## src/rtl/sound_ctrl_latch_if.sv

```systemverilog
// CPU write bus as seen by the sound control latch.
// The CPU side drives address, strobe and data, and the latch only samples them.
interface sound_ctrl_latch_if;
  logic [15:0] cpu_addr;
  logic        cpu_wr;
  logic [7:0]  cpu_data;

  modport master (output cpu_addr, output cpu_wr, output cpu_data);
  modport slave  (input  cpu_addr, input  cpu_wr, input  cpu_data);
endinterface

```

## src/rtl/sound_ctrl_latch.sv

```systemverilog
// Sound control latch. It decodes CPU writes to the control and crash
// registers and holds the levels that the analog sound mixer reads.
// A 0->1 write on the shell or explosion trigger is stretched to a minimum
// number of 12 kHz ticks. A watchdog mutes everything if the CPU stops
// refreshing the control register.
module sound_ctrl_latch #(
  parameter logic [15:0] CTRL_ADDR     = 16'h1840,
  parameter logic [15:0] CRSH_ADDR     = 16'h1808,
  parameter int          STRETCH_TICKS = 4,
  parameter int          MUTE_TICKS    = 12000
) (
  input  logic                 clk,
  input  logic                 rst_n,
  input  logic                 clk_12KHz_en,
  input  logic                 mod_redbaron,
  sound_ctrl_latch_if.slave    bus,
  output logic                 sound_enable,
  output logic                 motor_en,
  output logic                 engine_rev_en,
  output logic                 shell_ls,
  output logic                 shell_en,
  output logic                 explo_ls,
  output logic                 explo_en,
  output logic [3:0]           crsh,
  output logic                 muted
);

  localparam logic [2:0]  STRETCH_LOAD = 3'(STRETCH_TICKS);
  localparam logic [13:0] MUTE_LIMIT   = 14'(MUTE_TICKS);

  // Control register without D6, which has no meaning to the mixer.
  // Bit order is {D7, D5, D4, D3, D2, D1, D0}.
  logic [6:0]  ctrl_reg;
  logic [3:0]  crsh_reg;
  logic        wr_prev_reg;
  logic [13:0] wd_cnt_reg;
  logic        muted_reg;

  // Stretch channels: index 0 is explosion (D1), index 1 is shell (D3).
  logic [2:0]  stretch_cnt_reg [2];
  logic [1:0]  stretch_arm;
  logic [1:0]  stretch_active;

  logic        wr_rise;
  logic        ctrl_wr;
  logic        crsh_wr;
  logic        wd_expire;
  logic        d6_unused;

  assign d6_unused = bus.cpu_data[6];

  // Decode a write once per strobe: only the rising edge of cpu_wr counts.
  always_comb begin
    wr_rise        = bus.cpu_wr & ~wr_prev_reg;
    ctrl_wr        = wr_rise && (bus.cpu_addr == CTRL_ADDR);
    crsh_wr        = wr_rise && (bus.cpu_addr == CRSH_ADDR) && mod_redbaron;
    stretch_arm[0] = ctrl_wr && bus.cpu_data[1] && !ctrl_reg[1];
    stretch_arm[1] = ctrl_wr && bus.cpu_data[3] && !ctrl_reg[3];
    // A control write in the same clock as a tick wins, so the limit is not reached.
    wd_expire      = clk_12KHz_en && !ctrl_wr && (wd_cnt_reg == MUTE_LIMIT - 14'd1);
  end

  // Remember the previous strobe level for edge detection.
  always_ff @(posedge clk or negedge rst_n) begin
    if (!rst_n) wr_prev_reg <= 1'b0;
    else        wr_prev_reg <= bus.cpu_wr;
  end

  // Control register: loaded by a CTRL write, wiped once the watchdog has muted.
  always_ff @(posedge clk or negedge rst_n) begin
    if (!rst_n)         ctrl_reg <= '0;
    else if (ctrl_wr)   ctrl_reg <= {bus.cpu_data[7], bus.cpu_data[5:0]};
    else if (muted_reg) ctrl_reg <= '0;
  end

  // Crash nibble exists only on Red Baron; leaving that mode or muting clears it.
  always_ff @(posedge clk or negedge rst_n) begin
    if (!rst_n)                         crsh_reg <= '0;
    else if (!mod_redbaron || muted_reg) crsh_reg <= '0;
    else if (crsh_wr)                   crsh_reg <= bus.cpu_data[3:0];
  end

  // Per-channel stretch counter. It is (re)armed by a 0->1 trigger write
  // and runs down on 12 kHz ticks. A 1->0 write leaves a running count alone.
  for (genvar gi = 0; gi < 2; gi++) begin : g_stretch
    always_ff @(posedge clk or negedge rst_n) begin
      if (!rst_n)
        stretch_cnt_reg[gi] <= '0;
      else if (stretch_arm[gi])
        stretch_cnt_reg[gi] <= STRETCH_LOAD;
      else if (muted_reg)
        stretch_cnt_reg[gi] <= '0;
      else if (clk_12KHz_en && (stretch_cnt_reg[gi] != 3'd0))
        stretch_cnt_reg[gi] <= stretch_cnt_reg[gi] - 3'd1;
    end
    assign stretch_active[gi] = (stretch_cnt_reg[gi] != 3'd0);
  end

  // Watchdog tick counter: CTRL writes reset it, and it saturates at the mute limit.
  always_ff @(posedge clk or negedge rst_n) begin
    if (!rst_n)
      wd_cnt_reg <= '0;
    else if (ctrl_wr)
      wd_cnt_reg <= '0;
    else if (clk_12KHz_en && (wd_cnt_reg != MUTE_LIMIT))
      wd_cnt_reg <= wd_cnt_reg + 14'd1;
  end

  // Mute flag: set when the watchdog reaches its limit and held until a CTRL write.
  always_ff @(posedge clk or negedge rst_n) begin
    if (!rst_n)         muted_reg <= 1'b0;
    else if (ctrl_wr)   muted_reg <= 1'b0;
    else if (wd_expire) muted_reg <= 1'b1;
  end

  // Outputs come only from registers. Muting forces them low at once,
  // and the register clear that follows keeps them low.
  always_comb begin
    motor_en      = ~muted_reg & ctrl_reg[6];
    sound_enable  = ~muted_reg & ctrl_reg[5];
    engine_rev_en = ~muted_reg & ctrl_reg[4];
    shell_en      = ~muted_reg & (ctrl_reg[3] | stretch_active[1]);
    shell_ls      = ~muted_reg & ctrl_reg[2];
    explo_en      = ~muted_reg & (ctrl_reg[1] | stretch_active[0]);
    explo_ls      = ~muted_reg & ctrl_reg[0];
    crsh          = muted_reg ? 4'h0 : crsh_reg;
    muted         = muted_reg;
  end

endmodule

```

## src/flat_wrapper.sv

```systemverilog
// flat-port wrapper written by rule: the top's interface ports become plain ports
module sound_ctrl_latch_flat 
#(
  parameter logic [15:0] CTRL_ADDR     = 16'h1840,
  parameter logic [15:0] CRSH_ADDR     = 16'h1808,
  parameter int          STRETCH_TICKS = 4,
  parameter int          MUTE_TICKS    = 12000
)
  (clk, rst_n, clk_12KHz_en, mod_redbaron, sound_enable, motor_en, engine_rev_en, shell_ls, shell_en, explo_ls, explo_en, crsh, muted, bus_cpu_addr, bus_cpu_wr, bus_cpu_data);
  sound_ctrl_latch_if bus_i ();
  input  logic clk;
  input  logic rst_n;
  input  logic clk_12KHz_en;
  input  logic mod_redbaron;
  output logic sound_enable;
  output logic motor_en;
  output logic engine_rev_en;
  output logic shell_ls;
  output logic shell_en;
  output logic explo_ls;
  output logic explo_en;
  output logic [3:0] crsh;
  output logic muted;
  input wire logic [$bits(bus_i.cpu_addr)-1:0] bus_cpu_addr;
  input wire logic [$bits(bus_i.cpu_wr)-1:0] bus_cpu_wr;
  input wire logic [$bits(bus_i.cpu_data)-1:0] bus_cpu_data;
  assign bus_i.cpu_addr = bus_cpu_addr;
  assign bus_i.cpu_wr = bus_cpu_wr;
  assign bus_i.cpu_data = bus_cpu_data;
  sound_ctrl_latch #(.CTRL_ADDR(CTRL_ADDR), .CRSH_ADDR(CRSH_ADDR), .STRETCH_TICKS(STRETCH_TICKS), .MUTE_TICKS(MUTE_TICKS)) u_core (.clk(clk), .rst_n(rst_n), .clk_12KHz_en(clk_12KHz_en), .mod_redbaron(mod_redbaron), .bus(bus_i), .sound_enable(sound_enable), .motor_en(motor_en), .engine_rev_en(engine_rev_en), .shell_ls(shell_ls), .shell_en(shell_en), .explo_ls(explo_ls), .explo_en(explo_en), .crsh(crsh), .muted(muted));
endmodule
```

## config.mk

```make
export PLATFORM = sky130hd
export DESIGN_NAME = sound_ctrl_latch_flat
export DESIGN_NICKNAME = d
export VERILOG_FILES = /design/src/rtl/sound_ctrl_latch_if.sv /design/src/rtl/sound_ctrl_latch.sv /design/src/flat_wrapper.sv
export SDC_FILE = /design/constraint.sdc
export NUM_CORES = 1
export LEC_CHECK = 0
export BUFFER_PORTS_ARGS = -buffer_cell sky130_fd_sc_hd__buf_4
export CORE_MARGIN = 2
export CORE_UTILIZATION = 53
export DETAILED_ROUTE_END_ITERATION = 6
export PLACE_DENSITY = 0.77
export SYNTH_ARGS = -nofsm -noshare
export SYNTH_HDL_FRONTEND = slang
export SYNTH_SLANG_ARGS = --single-unit
export TNS_END_PERCENT = 30
```

## constraint.sdc

```tcl
create_clock -name clk -period 2.6 [get_ports clk]
set_clock_uncertainty 0.15 [all_clocks]
set_input_delay 0.13 -clock clk [delete_from_list [all_inputs] [get_ports clk]]
set_output_delay 0.13 -clock clk [all_outputs]
set_load 0.01 [all_outputs]
```

Word-level counts from Yosys, hierarchy flattened
Cells that the tools add are included.
Cells by class
  $add $sub $neg: 3
  equal/unequal tests: 4
  multiplexer cells: 15
  bitwise gates (word level): 12
  reductions and logical operators: 25
Operators by type and width (count)
  16-bit by 13-bit == test with 1-bit output, second input constant: 2
  14-bit two-way mux: 2
  3-bit two-way mux: 6
  14-bit by 1-bit adder with 14-bit output, second input constant: 1
  14-bit == test, second input constant: 1
  7-bit two-way mux: 2
  14-bit inequality test, second input constant: 1
  1-bit logical AND: 12
  4-bit two-way mux: 3
  3-bit nonzero test: 4
  1-bit AND: 8
  2-bit nonzero test: 4
  3-bit by 1-bit subtractor with 3-bit output, second input constant: 2
  1-bit zero test: 4
  1-bit two-way mux: 2
  1-bit inverter: 2
  1-bit bitwise OR: 2
  1-bit logical OR: 1
Storage, ports and cells
  register bits: 33
  input bits: 29
  output and inout port bits: 12
  logic and storage cells: 66

Logic depth before layout (Yosys ltp)
Gate-level depths: netlist of the first run.
  depth in word-level cells: 8
  mapped depth: 6
  mapped depth without buffers: 6

Worst setup path before layout of the first run
Ideal clock, no wire load.
  path type: reg-to-reg
  start point: register u_core.wd_cnt_reg[0]
  end point: register u_core.wd_cnt_reg[1]
  setup time: 0.119 ns
  data arrival time: 1.617 ns
  required time: 2.331 ns
  path slack: 0.714 ns
  cell stages (with the launch flop): 7
  path buffers: 0
  period minus slack after synthesis: 1.886 ns
  cell sequence: dfrtp_1 > inv_1 > ha_1 > or4b_4 > o41ai_4 > mux2i_1 > nor2_1
Between the ends
  word-level cells in the longest chain between the ends: 3
  elaborated cells between the ends (all ways): 6
  classes of those cells: add/sub (1); eq/ne (1); mux (2); reduce/logical (2)
RTL lines
  start, declared: line sound_ctrl_latch.sv:36  | logic [13:0] wd_cnt_reg;
  start signal, assigned: line sound_ctrl_latch.sv:106  | wd_cnt_reg <= wd_cnt_reg + 14'd1;
  14-bit by 1-bit adder with 14-bit output or 14-bit inequality test (tied branches): line sound_ctrl_latch.sv:106, sound_ctrl_latch.sv:105
  14-bit two-way mux or 1-bit logical AND (tied branches): line sound_ctrl_latch.sv:105  | else if (clk_12KHz_en && (wd_cnt_reg != MUTE_LIMIT))
  14-bit two-way mux or 2-bit nonzero test (tied branches)
Parallel ways exist; a longest one is shown, timed or not. The select of a mux whose other input is x is not followed.
A chain may end at the register's enable or synchronous reset.

Final worst setup path of the first run
  start point: register u_core.wr_prev_reg
  end point: register u_core.ctrl_reg[3]
Between the ends
  word-level cells in the longest chain between the ends: 4
  elaborated cells between the ends (all ways): 5
  classes of those cells: mux (1); bitwise (2); reduce/logical (2)
RTL lines
  start, declared: line sound_ctrl_latch.sv:35  | logic wr_prev_reg;
  start signal, assigned: line sound_ctrl_latch.sv:66  | else wr_prev_reg <= bus.cpu_wr;
  1-bit inverter (*): line sound_ctrl_latch.sv:54  | wr_rise = bus.cpu_wr & ~wr_prev_reg;
  1-bit AND (*): line sound_ctrl_latch.sv:54
  1-bit logical AND (*): line sound_ctrl_latch.sv:55  | ctrl_wr = wr_rise && (bus.cpu_addr == CTRL_ADDR);
  7-bit two-way mux or 2-bit nonzero test (tied branches)
  end signal, assigned: line sound_ctrl_latch.sv:72  | else if (ctrl_wr) ctrl_reg <= {bus.cpu_data[7], bus.cpu_data[5:0]};
  end, declared: line sound_ctrl_latch.sv:33  | logic [6:0] ctrl_reg;
Mark *: on every way between the ends. The rest lies on a longest branch, timed or not.

==> flow_metrics.tcl, run 1 <==
set metrics [dict create \
    drtIter0Drc 69 \
    via_per_inst 5.45 \
    initial_core_util 0.542 \
    rsz0062_at_grt "no" \
    die_area_um2 3840 \
    cts_tree "done" \
    drive_gt1_frac 0.245 \
    cp_top_family "simple AND/OR/NAND/NOR gates" \
    avgSynthCellArea_um2 10.2 \
    top_layer "met4" \
    met1_length_um 1650 \
    swShare 0.335 \
    hpwl_um 2820 \
    io_pins 41 \
    finalCriticalPeriod_ns 2.15 \
    drv_slew 0 \
    postRouteAntennaNets 0 \
    overflow 0 \
    synth_nets 209 \
    cts_max_path_buffers 2 \
    htreeDepth 2 \
    netlist_area_um2 1780 \
    synth_edf_count 0 \
    port_buffers 39 \
    nets 264 \
    pwr-share-seq 0.480 \
    reg2reg_from "u_core.wr_prev_reg" \
    routedWlPerCell_um 14.7 \
    max_freq_mhz 465 \
    wl_met3_um 265 \
    min_path_type "primary input to flop" \
    clk_transition_reported_paths_ns 0.09 \
    netSwitchingPower_mw 0.492 \
    nFillCells 249 \
    async_reset_ff_frac 1.00 \
    antenna_cells 0 \
    largest_register_ffs 14 \
    period_share 0.827 \
    insertion_delay_ns 0.33 \
    p_leak_nw 1.09 \
    crit_required_ns 2.67 \
    holdWs_ns 0.0316 \
    rows 21 \
    cts.sinks 33 \
    hold_viol 0 \
    cts_setup_buffers 0 \
    drt_pre_antenna_iters 4 \
    ys_ff_latch 33 \
    die_w_um 62.0 \
    yosysSeqAreaShare 0.463 \
    cp-end-kind "flop" \
    die_h_um 62.0 \
    grt_pass1_wl_um 6720 \
    syn2layout_area_growth_pct 28.9 \
    r2r_setup_slack_ns 0.45 \
    cts_root_buf "clkbuf_4" \
    antenna_found_initial 0 \
    power_density_nw_per_um2 640 \
    rr_endpoint "u_core.ctrl_reg[3]" \
    via_count 1498 \
    final_cell_mix "buf_4 (42), dfrtp_1 (33), nor2_1 (17)" \
    ys.flop_type "dfrtp_1" \
    path_cells "nor4b_1 -> nand4_1 -> nor3b_2 -> buf_4 -> mux2_1" \
    internal-power_mw 0.976 \
    layout_commonest_cell "buf_4" \
    track_usage 0.241 \
    clock_power_share 0.196 \
    place.gp.congestion 0.801 \
    grt_max_degree 34 \
    crit_path_max_fanout 6 \
    slowest_delay_ns 0.39 \
    cp_slowest_cell "nor3b_2" \
    cp_num_buf_inv 1 \
    final-setup-viol-count 0 \
    ir_worst_vdd_mv 0.369 \
    coreArea_um2 3280 \
    route.met2.wl_um 2030 \
    whs_path_depth 3 \
    worst_pin_slew_ns 0.709 \
    fin_setup_tns_ns 0 \
    yosysTopAreaCellShare 0.463 \
    numCtsBuffers 5 \
    post-route-drc-count 0 \
    wirelength_um 4040 \
    reg2reg_depth 5 \
    post_cts_resized 0 \
    netlist_instances 174 \
    startpoint_type "flop" \
    relSlewSlack 0.528 \
    worstSetupPathType "flop to flop" \
    min_to "u_core.ctrl_reg[0]" \
    ys.warnings.count 0 \
    critical_path_arrival_ns 2.22 \
    holdCritStartpoint "bus_cpu_addr[3]" \
    max_cap_viol_count 0 \
    placed_cell_area_um2 2120 \
    power_frac_comb 0.324 \
    yosysTopAreaCell "dfrtp_1" \
    synth_area_leaders "dfrtp_1 (46%), nor2b_1 (4.9%), xnor2_1 (4.4%)" \
    synth_cell_types 37 \
    status "completed" \
    first_global_vias 1540 \
    stdcell_area_um2 2300 \
]
==> per-layer routing <==
metal / vias up / track usage
met1: 712 / 0.272
met5: - / 0
met3: 12 / 0.0828
met4: 0 / 0.128
li1: 718 / -
met2: 56 / 0.402
==> logic make-up (layout without fill, tap and decap cells) <==
family | count (synthesis) | after routing | synth area share
flip-flops | 33 | 33 | 0.463
multiplexers | 10 | 10 | 0.0625
buffers and inverters | 14 | 69 | 0.0386
AO/OA/AOI/OAI | 20 | 20 | 0.0808
adder cells (fa/ha/maj) | 6 | 6 | 0.0421
XOR/XNOR | 15 | 15 | 0.0737
AND/OR/NAND/NOR | 76 | 76 | 0.239
==> timing repair <==
action	4_1_cts	5_1_grt
hold endpoints to repair	45	0
endpoints found under the setup margin	0	0
hold buffers	12	0
==> tightest hold or removal path: cells and delay by family <==
family / cells / cell delay [ns]
AND/OR/NAND/NOR: 1 / 0.06
buffers and inverters: 1 / 0.10
multiplexers: 1 / 0.19
==> synthesized netlist by cell type (2+ instances only) <==
cell and instances:
a21oi_1 6, ha_1 6, mux2_2 4, nand3_1 9
o2bb2ai_1 2, a211oi_1 4, nor2b_1 14, nand2_1 7
nor2_1 17, o21ai_0 4, nor3_1 3, mux2_1 5
inv_1 8, clkbuf_1 2, xnor2_1 9, xor2_1 6
nor4_1 5, and4_1 2, nand2b_1 4, or4_1 2
nand4_1 6, dfrtp_1 33, buf_4 2
==> power groups by stage <==
| stage | clock network, mW | logic, mW | registers (mW) |
|---|---|---|---|
| 6_report | 0.287 | 0.476 | 0.705 |
| 5_1_grt | 0.321 | 0.552 | 0.724 |
| 4_1_cts | 0.298 | 0.483 | 0.704 |
| 3_5_place_dp | 0 | 0.469 | 0.713 |
| 3_3_place_gp | 0 | 0.430 | 0.701 |
| 2_1_floorplan | 0 | 0.333 | 0.688 |
==> worst max path at each step <==
stage | start | endpoint | slack (ns) | cells after the start
global route | u_core.wr_prev_reg | u_core.ctrl_reg[3] | 0.27 | 5
finish | u_core.wr_prev_reg | u_core.ctrl_reg[3] | 0.45 | 5
CTS | u_core.wr_prev_reg | u_core.ctrl_reg[6] | 0.42 | 5
floorplan | u_core.wd_cnt_reg[0] | u_core.wd_cnt_reg[1] | 0.71 | 6
global placement | u_core.wr_prev_reg | u_core.ctrl_reg[5] | 0.44 | 5
detailed placement | u_core.wr_prev_reg | u_core.ctrl_reg[6] | 0.43 | 5
==> area by class of cell <==
class / count / area [µm²] / area share
timing repair buffer: 54 / 435 / 0.190
tap: 46 / 57.6 / 0.0251
clock buffer: 7 / 55.1 / 0.0240
multi-input combinational: 127 / 892 / 0.389
inverter: 8 / 30.0 / 0.0131
sequential: 33 / 826 / 0.360
==> metrics by stage <==
| stage | setup slack, ns | instances | power (mW) | utilization |
|---|---|---|---|---|
| 2_1_floorplan | 0.714 | 174 | 1.02 | - |
| 3_3_place_gp | 0.436 | 256 | 1.13 | 0.646 |
| 3_5_place_dp | 0.432 | 256 | 1.18 | 0.646 |
| 4_1_cts | 0.424 | 275 | 1.48 | 0.699 |
| 5_1_grt | 0.269 | 275 | 1.60 | 0.699 |
| 6_report | 0.449 | 275 | 1.47 | 0.699 |
Power figures use the tool's default switching activity.
==> run 2, diff against run 1 <==
Clock period 2.6 ns to 2.2 ns, I/O delays scaled along.
==> run 2 against run 1 <==
Effect of this change: critical path depth grew 1; worst hold slack gained 0.026 ns; core utilization grew 0.65 points; sequential share of layout area shrank 0.33 points; design area grew 0.93%; global-route usage shrank 0.63 points; routed wire length shrank 3.1%; register-to-register slack lost 0.30 ns; die area is the same; clock-buffer cell count is the same; combinational power grew 17%.
==> flow_metrics.tcl, run 2 (synthesis results as in run 1) <==
set metrics [dict create \
    status "completed" \
    final_cell_mix "buf_4 (44), dfrtp_1 (33), nor2_1 (17)" \
    period_share 0.933 \
    max_cap_viol_count 0 \
    post-route-util 0.706 \
    htreeDepth 2 \
    critical_path_arrival_ns 2.11 \
    place.gp.congestion 0.804 \
    rows 21 \
    cts_max_path_buffers 2 \
    first_global_vias 1528 \
    finalCriticalPeriod_ns 2.05 \
    port_buffers 39 \
    nets 266 \
    drive_gt1_frac 0.255 \
    hpwl_um 2740 \
    worstSetupPathType "flop to flop" \
    power_mw 1.72 \
    min_path_type "primary input to flop" \
    io_pins 41 \
    nFillCells 242 \
    cts.sinks 33 \
    final-setup-viol-count 0 \
    clk_transition_reported_paths_ns 0.09 \
    cts_tree "done" \
    routedWlPerCell_um 14.1 \
    numCtsBuffers 5 \
    die_w_um 62.0 \
    holdWs_ns 0.0577 \
    drv_slew 0 \
    startpoint_type "flop" \
    wirelength_um 3910 \
    slowest_delay_ns 0.38 \
    via_per_inst 5.38 \
    ir_worst_vdd_mv 0.376 \
    drt_pre_antenna_iters 4 \
    worst_pin_slew_ns 0.710 \
    die_h_um 62.0 \
    path_cells "nor4b_2 -> nand4_1 -> buf_4 -> nor3b_2 -> buf_4 -> mux2_1" \
    hold_viol 0 \
    antenna_cells 0 \
    cp_top_family "simple AND/OR/NAND/NOR gates" \
    rsz0062_at_grt "no" \
    cp-end-kind "flop" \
    antenna_found_initial 0 \
    regArea_um2 826 \
    track_usage 0.235 \
    crit_path_max_fanout 11 \
    largest_register_ffs 14 \
    drtIter0Drc 47 \
    initial_core_util 0.542 \
    die_area_um2 3840 \
    cts_root_buf "clkbuf_4" \
    fin_setup_tns_ns 0 \
    coreArea_um2 3280 \
    via_count 1491 \
    syn2layout_area_growth_pct 30.1 \
    power_density_nw_per_um2 744 \
    grt_pass1_wl_um 6510 \
    insertion_delay_ns 0.34 \
    overflow 0 \
    path_common_cell "buf_4" \
    multi_input_area_um2 898 \
    cp_slowest_cell "dfrtp_1" \
    max_freq_mhz 487 \
    layout_commonest_cell "buf_4" \
    crit_required_ns 2.26 \
    relSlewSlack 0.527 \
    postRouteAntennaNets 0 \
    post-route-drc-count 0 \
    grt_max_degree 34 \
    p_leak_nw 1.10 \
    cp_num_buf_inv 2 \
]
==> run 2: worst min-delay path, delay by kind of cell <==
family	cells	cell delay, ns
xor gates and xnor gates	1	0.08
and+or+nand+nor	1	0.08
buffers and inverters	1	0.15
AOI/OAI and AO/OA	1	0.08
==> run 2: stage by stage <==
stage          setup slack (ns)  cell area, µm²  cells
4_1_cts                  0.0535            2300    276
5_1_grt                  0.0232            2320    277
3_3_place_gp              0.206            2130    257
3_5_place_dp              0.177            2130    257
2_1_floorplan             0.314            1780    174
6_report                  0.148            2320    277
==> run 2: per-layer routing <==
| metal | global-route usage | part of all wire |
|---|---|---|
| met2 | 0.417 | 0.53 |
| met1 | 0.269 | 0.39 |
| met4 | 0.0912 | 0.019 |
| met3 | 0.0621 | 0.058 |
| met5 | 0 | 0 |
==> run 2: final timing paths <==
kind / slack, ns / to / cells after the start / startpoint
max: 0.15 / u_core.ctrl_reg[1] / 6 / u_core.wr_prev_reg
min: 0.06 / u_core.wd_cnt_reg[0] / 4 / clk_12KHz_en
max reg2reg: 0.15 / u_core.ctrl_reg[1] / 6 / u_core.wr_prev_reg
min reg2reg: 0.41 / u_core.wd_cnt_reg[13] / 2 / u_core.wd_cnt_reg[13]
max in group asynchronous: 1.51 / u_core.wd_cnt_reg[5] / 2 / rst_n
min in group asynchronous: 0.09 / u_core.crsh_reg[2] / 2 / rst_n
==> run 2: final cells by class <==
cell class | instances | share of cell area
Clock buffer | 7 | 0.0238
Sequential cell | 33 | 0.356
Inverter | 8 | 0.0130
Tap cell | 46 | 0.0248
Timing Repair Buffer | 56 | 0.194
Multi-Input combinational cell | 127 | 0.388
==> run 2: repair_timing <==
item | CTS | global route
setup endpoints to repair | 0 | 1
hold buffers | 12 | 0
setup buffers | 0 | 1
gates resized for setup | 0 | 1
hold endpoints to repair | 45 | 0
==> run 2: power by group <==
part	leakage, nW	switching, mW	internal, mW
registers	0.434	0.102	0.725
clock network	0.0314	0.190	0.151
logic	0.633	0.281	0.275
total	1.10	0.573	1.15
